`config.mk`:
```
export PLATFORM = sky130hd
export DESIGN_NAME = jtframe_sdram_rrarb
export DESIGN_NICKNAME = d
export VERILOG_FILES = /design/src/rtl/jtframe_sdram_arb_pkg.sv /design/src/rtl/jtframe_rr_pick.sv /design/src/rtl/jtframe_sdram_rrarb.sv
export SDC_FILE = /design/constraint.sdc
export NUM_CORES = 1
export LEC_CHECK = 0
export ABC_CLOCK_PERIOD_IN_PS = 2300
export CORE_MARGIN = 1
export CORE_UTILIZATION = 40
export DETAILED_ROUTE_END_ITERATION = 16
export PLACE_DENSITY = 0.87
export SYNTH_ARGS = -nofsm -noshare
export SYNTH_HDL_FRONTEND = slang
export SYNTH_SLANG_ARGS = --single-unit
```
`constraint.sdc`:
```
create_clock -name clk -period 2.3 [get_ports clk]
set_clock_uncertainty 0.2 [all_clocks]
set_input_delay 0.46 -clock clk [delete_from_list [all_inputs] [get_ports clk]]
set_output_delay 0.46 -clock clk [all_outputs]
set_load 0.02 [all_outputs]
```
`src/rtl/jtframe_sdram_arb_pkg.sv`:
```
// Shared definitions for the round-robin SDRAM bank arbiter: FSM state encoding
// and the legal range of requester counts.
package jtframe_sdram_arb_pkg;

  typedef enum logic [1:0] {
    ST_IDLE     = 2'd0,
    ST_WAIT_ACK = 2'd1,
    ST_WAIT_RDY = 2'd2
  } arb_state_e;

  localparam int unsigned NREQ_MIN = 2;
  localparam int unsigned NREQ_MAX = 8;

  function automatic bit nreq_ok(input int unsigned n);
    return (n >= NREQ_MIN) && (n <= NREQ_MAX);
  endfunction

endpackage

```
`src/rtl/jtframe_rr_pick.sv`:
```
// Combinational winner selection: fixed priority among masked high-priority
// requests, otherwise round-robin starting at ptr and wrapping to index 0.
module jtframe_rr_pick
  import jtframe_sdram_arb_pkg::*;
#(
  parameter int unsigned NREQ = 4,
  parameter int unsigned IW   = 2
)(
  input  logic [NREQ-1:0] req,
  input  logic [NREQ-1:0] hiprio,
  input  logic [IW-1:0]   ptr,
  output logic [NREQ-1:0] onehot,
  output logic [IW-1:0]   idx,
  output logic            valid
);

  function automatic logic [IW-1:0] lowest(input logic [NREQ-1:0] v);
    logic [IW-1:0] r;
    logic          found;
    r     = {IW{1'b0}};
    found = 1'b0;
    for (int i = 0; i < NREQ; i++) begin
      r     = (!found && v[i]) ? IW'(i) : r;
      found = found | v[i];
    end
    return r;
  endfunction

  logic [NREQ-1:0] hi;
  logic [NREQ-1:0] at_or_after;
  logic [NREQ-1:0] rr_cand;

  // requests at or above ptr go first; if none, the wrap-around is the lowest request overall
  always_comb begin
    at_or_after = {NREQ{1'b0}};
    for (int i = 0; i < NREQ; i++) begin
      at_or_after[i] = (IW'(i) >= ptr);
    end
    hi      = req & hiprio;
    rr_cand = req & at_or_after;
    valid   = |req;
    if (|hi) begin
      idx = lowest(hi);
    end else if (|rr_cand) begin
      idx = lowest(rr_cand);
    end else begin
      idx = lowest(req);
    end
    onehot = valid ? ({{(NREQ-1){1'b0}}, 1'b1} << idx) : {NREQ{1'b0}};
  end

endmodule

```
`src/rtl/jtframe_sdram_rrarb.sv`:
```
// Round-robin arbiter sharing one SDRAM bank port among NREQ requesters, one
// transaction in flight. Optional watchdog enabled by JTFRAME_ARB_TIMEOUT_EN.
module jtframe_sdram_rrarb
  import jtframe_sdram_arb_pkg::*;
#(
  parameter int unsigned     SDRAMW  = 22,
  parameter int unsigned     NREQ    = 4,
  parameter logic [NREQ-1:0] HIPRIO  = {NREQ{1'b0}},
  parameter int unsigned     TIMEOUT = 255
)(
  input  logic                   clk,
  input  logic                   rst,
  input  logic [NREQ-1:0]        req,
  input  logic [NREQ*SDRAMW-1:0] req_addr,
  input  logic [NREQ-1:0]        req_wr,
  input  logic [NREQ*16-1:0]     req_din,
  input  logic [NREQ*2-1:0]      req_wrmask,
  output logic [NREQ-1:0]        gnt,
  output logic [NREQ-1:0]        rdy,
  output logic [31:0]            dout,
  output logic                   sdram_req,
  input  logic                   sdram_ack,
  output logic [SDRAMW-1:0]      sdram_addr,
  output logic                   sdram_rnw,
  output logic [15:0]            sdram_din,
  output logic [1:0]             sdram_wrmask,
  input  logic                   data_rdy,
  input  logic [31:0]            data_read,
  output logic                   timeout
);

  localparam int unsigned IW = $clog2(NREQ);

  if (!nreq_ok(NREQ)) begin : g_nreq_bad
    $error("jtframe_sdram_rrarb: NREQ must be within 2..8");
  end

  arb_state_e        state_q, state_d;
  logic [NREQ-1:0]   gnt_q, gnt_d, rdy_q, rdy_d;
  logic [31:0]       dout_q, dout_d;
  logic              sdram_req_q, sdram_req_d, rnw_q, rnw_d, timeout_q, timeout_d;
  logic [SDRAMW-1:0] addr_q, addr_d;
  logic [15:0]       din_q, din_d;
  logic [1:0]        mask_q, mask_d;
  logic [IW-1:0]     idx_q, idx_d, ptr_q, ptr_d;

  logic [SDRAMW-1:0] addr_a [NREQ];
  logic [15:0]       din_a  [NREQ];
  logic [1:0]        mask_a [NREQ];
  logic [NREQ-1:0]   pick_onehot;
  logic [IW-1:0]     pick_idx;
  logic              pick_valid, tmo_fire, done;

  for (genvar g = 0; g < NREQ; g++) begin : g_unpack
    assign addr_a[g] = req_addr[g*SDRAMW +: SDRAMW];
    assign din_a[g]  = req_din[g*16 +: 16];
    assign mask_a[g] = req_wrmask[g*2 +: 2];
  end

  // the requester being answered this cycle must not win again immediately
  jtframe_rr_pick #(.NREQ(NREQ), .IW(IW)) u_pick (
    .req    (req & ~rdy_q),
    .hiprio (HIPRIO),
    .ptr    (ptr_q),
    .onehot (pick_onehot),
    .idx    (pick_idx),
    .valid  (pick_valid)
  );

`ifdef JTFRAME_ARB_TIMEOUT_EN
  localparam int unsigned CW = $clog2(TIMEOUT + 1);
  logic [CW-1:0] cnt_q, cnt_d;

  // watchdog only runs while waiting for data, so it restarts at every ack
  always_comb begin
    if (state_q == ST_WAIT_RDY) begin
      cnt_d = cnt_q + CW'(1);
    end else begin
      cnt_d = {CW{1'b0}};
    end
  end

  // watchdog counter register
  always_ff @(posedge clk) begin
    if (rst) begin
      cnt_q <= {CW{1'b0}};
    end else begin
      cnt_q <= cnt_d;
    end
  end

  assign tmo_fire = (state_q == ST_WAIT_RDY) && (cnt_q == CW'(TIMEOUT - 1));
`else
  assign tmo_fire = 1'b0;
`endif

  // a same-cycle ack and data_rdy counts as ack followed by completion
  assign done = ((state_q == ST_WAIT_ACK) && sdram_ack && data_rdy) ||
                ((state_q == ST_WAIT_RDY) && (data_rdy || tmo_fire));

  // state register
  always_ff @(posedge clk) begin
    if (rst) begin
      state_q <= ST_IDLE;
    end else begin
      state_q <= state_d;
    end
  end

  // next-state logic
  always_comb begin
    state_d = state_q;
    case (state_q)
      ST_IDLE:     state_d = pick_valid ? ST_WAIT_ACK : ST_IDLE;
      ST_WAIT_ACK: state_d = sdram_ack ? (data_rdy ? ST_IDLE : ST_WAIT_RDY) : ST_WAIT_ACK;
      ST_WAIT_RDY: state_d = done ? ST_IDLE : ST_WAIT_RDY;
      default:     state_d = ST_IDLE;
    endcase
  end

  // grant capture, controller request and completion outputs
  always_comb begin
    gnt_d       = gnt_q;
    rdy_d       = {NREQ{1'b0}};
    dout_d      = dout_q;
    sdram_req_d = sdram_req_q;
    addr_d      = addr_q;
    rnw_d       = rnw_q;
    din_d       = din_q;
    mask_d      = mask_q;
    idx_d       = idx_q;
    ptr_d       = ptr_q;
    timeout_d   = timeout_q | (tmo_fire & ~data_rdy);
    case (state_q)
      ST_IDLE: begin
        if (pick_valid) begin
          gnt_d       = pick_onehot;
          idx_d       = pick_idx;
          addr_d      = addr_a[pick_idx];
          rnw_d       = ~req_wr[pick_idx];
          din_d       = din_a[pick_idx];
          mask_d      = mask_a[pick_idx];
          sdram_req_d = 1'b1;
        end else begin
          sdram_req_d = 1'b0;
        end
      end
      ST_WAIT_ACK: sdram_req_d = ~sdram_ack;
      ST_WAIT_RDY: sdram_req_d = 1'b0;
      default: begin
        gnt_d       = {NREQ{1'b0}};
        sdram_req_d = 1'b0;
      end
    endcase
    if (done) begin
      dout_d = data_rdy ? data_read : 32'd0;
      rdy_d  = gnt_q;
      gnt_d  = {NREQ{1'b0}};
      ptr_d  = (idx_q == IW'(NREQ - 1)) ? {IW{1'b0}} : idx_q + IW'(1);
    end else begin
      rdy_d  = {NREQ{1'b0}};
    end
  end

  // output and datapath registers
  always_ff @(posedge clk) begin
    if (rst) begin
      gnt_q       <= {NREQ{1'b0}};
      rdy_q       <= {NREQ{1'b0}};
      dout_q      <= 32'd0;
      sdram_req_q <= 1'b0;
      addr_q      <= {SDRAMW{1'b0}};
      rnw_q       <= 1'b0;
      din_q       <= 16'd0;
      mask_q      <= 2'd0;
      idx_q       <= {IW{1'b0}};
      ptr_q       <= {IW{1'b0}};
      timeout_q   <= 1'b0;
    end else begin
      gnt_q       <= gnt_d;
      rdy_q       <= rdy_d;
      dout_q      <= dout_d;
      sdram_req_q <= sdram_req_d;
      addr_q      <= addr_d;
      rnw_q       <= rnw_d;
      din_q       <= din_d;
      mask_q      <= mask_d;
      idx_q       <= idx_d;
      ptr_q       <= ptr_d;
      timeout_q   <= timeout_d;
    end
  end

  assign gnt          = gnt_q;
  assign rdy          = rdy_q;
  assign dout         = dout_q;
  assign sdram_req    = sdram_req_q;
  assign sdram_addr   = addr_q;
  assign sdram_rnw    = rnw_q;
  assign sdram_din    = din_q;
  assign sdram_wrmask = mask_q;
  assign timeout      = timeout_q;

endmodule

```
==> run metrics, run 1 <==
outcome completed; most frequent cells in the layout 284 x clkdlybuf4s50_1, 110 x nand2_1, 88 x dfxtp_1, 83 x inv_1, 82 x a211oi_1; cell area after layout 0.00888 mm²; min cycle time layout 2.23 ns; CTS Sinks just under 90; Required @ worst endpoint 2.33 ns; top cells by area, synth dfxtp_1 33%, mux2i_1 16%, a211oi_1 12%, nand2_1 7.8%, o211ai_2 6.4%; initial antenna violation count 0; antenna fix cells 0; port bufs roughly 290; max-slew violations 0; sequential-to-total area share from yosys stat 33.3%; Worst Reg-to-Reg Cells 6; Vias/cell 5.16; largest net degree at the start of global routing 49; WL/cell 16.7 µm; # DRC 0; met1 wire length 6.91 mm; crit path max fanout 5; worst-case clock buffer depth 2; CP Class in2reg; cells after synthesis 641; clock transition at the registers of the reported paths ~0.070 ns; RSZ-0062 raised after global routing true; total congestion overflow 0; post-synth top area share 33.3%; global-route wire length before repair 27.3 mm; worst hold path class reg2reg; Initial Utilization 41.4%; Routed Antenna Nets 0; Worst Max-Slew Pin Slew 0.511 ns; detailed-router iteration count before antenna repair 4; Starting DRT DRC Count approximately 300; CTS buffer count 9; Ports 287; worst hold path stage count 2; max-cap violation count 0; syn_area_per_cell 8.25 µm²; Placement Cell Area approximately 0.0086 mm²; share of layout cells above drive strength 1 10.5%; Post-Route WL 18.2 mm; Die X 117 µm; Die H roughly 120 µm; startpoint types input pin; most common cell after layout, fill and taps aside clkdlybuf4s50_1; vias in the first global route approximately 5500; Leak 3.63 nW; Synth Warn # 0; core area 0.0128 mm²; critical path arrival 2.26 ns; GR Util All Layers 26.0%; fin util 69.5%; Final Hold Viols 0; wire length on met2 around 8.3 mm; Rows 41; slew margin rel. 65.9%; Sum Neg Setup Slack 0 ns; final net count 1124; dpl hpwl 13.2 mm; # setup viols final 0; Die ar. 0.0137 mm²; max layer used met4; Post-Syn Nets 850; Setup Fix Bufs, Post-CTS 0; WL met3 1.96 mm; area leader, netlist dfxtp_1; worst vdd ir ~0.75 mV; fill count 980; H-Tree Depth 3; Synth cell types between 40 and 50; CTS tree built; PD cells 527 mW/mm²; fmax 0.448 GHz; DR vias roughly 5600; Post-Syn Area 0.00529 mm²; Hold Slack 0.253 ns; P&R area growth vs syn 67.8%; kind of end point of the critical path register; Tcrit/Tclk final a little over nine tenths; routability congestion estimate approximately 0.82; #FFs+latches synth 88; Worst-Skew Late Latency around 0.35 ns; Root Buffer clkbuf_16
==> report_power, final <==
part           internal [mW]  total [mW]  switching (mW)  leakage, nW
sequential              1.66        1.73          0.0760        0.721
clock                  0.773        1.42           0.647        0.136
combinational          0.825        1.53           0.700         2.77
total                   3.25        4.68            1.42         3.63
==> flip-flops by register name, summed over array words and instances, names as in the netlist, 2 cells and up <==
| name | cells |
|---|---|
| state_q | 2 |
| gnt | 4 |
| sdram_wrmask | 2 |
| rdy | 4 |
| sdram_addr | 22 |
| ptr_q | 2 |
| dout | 32 |
| idx_q | 2 |
| sdram_din | 16 |
==> kinds of logic after synthesis <==
kind of cell / after synthesis / synth area share (%)
fa+ha+maj: 5 / 1.18
mux: 83 / 15.7
buf+inv: 142 / 11.8
simple gates: 144 / 12.0
compound gates: 178 / 26.0
other cells: 1 / 0.0709
flops: 88 / 33.3
==> through the flow <==
| stage | std cells | power, mW | worst slack (ns) |
|---|---|---|---|
| after detailed placement | 1076 | 3.27 | -0.339 |
| after global placement | 1076 | 3.25 | -0.261 |
| after CTS | 1092 | 4.72 | 0.0280 |
| after floorplan | 641 | 2.46 | 0.287 |
| final | 1092 | 4.68 | 0.0663 |
| after global routing | 1092 | 4.89 | -0.0263 |
==> timing repair <==
item | CTS | global route
endpoints found under the setup margin | 0 | 31
endpoints found under the hold margin | 0 | 0
gates resized for setup | 0 | 5
hold buffers | 0 | 0
==> synth_stat cells, drive strengths merged <==
| cell | n |
|---|---|
| buf | 32 |
| or2b | 1 |
| nor2 | 5 |
| o21a | 1 |
| dfxtp | 88 |
| a21oi | 41 |
| mux2 | 1 |
| or4 | 1 |
| a21o | 1 |
| mux2i | 82 |
| o21ai | 6 |
| clkbuf | 27 |
| a32oi | 2 |
| nand3 | 3 |
| nor4 | 1 |
| a41o | 1 |
| ha | 5 |
| inv | 83 |
| nor3 | 4 |
| o211ai | 41 |
| and2b | 1 |
| a22oi | 2 |
| conb | 1 |
| nor3b | 4 |
| a211oi | 82 |
| nor2b | 8 |
| o41ai | 1 |
| nand2 | 110 |
| nand3b | 2 |
| nand2b | 4 |
==> layer usage <==
metal	track usage (%)	vias to the layer above
met2	42.8	246
met4	17.8	0
met1	26.8	2552
li1	-	2769
met5	0	-
met3	11.2	69
==> final cells by class <==
class | instances | area, µm² | share of cell area, %
repair buffers | 322 | 3330 | 37.5
multi-input cells | 411 | 2980 | 33.5
flip-flops and latches | 88 | 1760 | 19.8
inverters | 83 | 312 | 3.51
clock buffers | 10 | 239 | 2.69
well taps | 172 | 215 | 2.42
clock inverters | 6 | 50.0 | 0.564
==> worst paths after layout <==
path,slack (ns),startpoint,end
min,0.25,dout[31]$_SDFFE_PP0P_,dout[31]$_SDFFE_PP0P_
min reg2reg,0.25,dout[31]$_SDFFE_PP0P_,dout[31]$_SDFFE_PP0P_
max reg2reg,0.30,rdy[0]$_SDFF_PP0_,sdram_addr[6]$_SDFFE_PP0P_
max,0.07,req[1],sdram_addr[0]$_SDFFE_PP0P_
==> worst max-delay path, stage by stage <==
cell and delay [ns]:
clkdlybuf4s50_1 0.47, or2b_1 0.25, a21o_1 0.18, a22oi_2 0.20
buf_4 0.20, buf_4 0.17, mux2i_2 0.24, o211ai_2 0.09
Power figures use the tool's default switching activity.
==> run 2: changes to the inputs <==
--- a/config.mk
+++ b/config.mk
@@ -6,6 +6,7 @@
 export NUM_CORES = 1
 export LEC_CHECK = 0
 export ABC_CLOCK_PERIOD_IN_PS = 2300
+export CAP_MARGIN = 20
 export CORE_MARGIN = 1
 export CORE_UTILIZATION = 40
 export DETAILED_ROUTE_END_ITERATION = 16
==> results of run 2 <==
No change in the layout: final DEF, timing and power equal those of run 1.
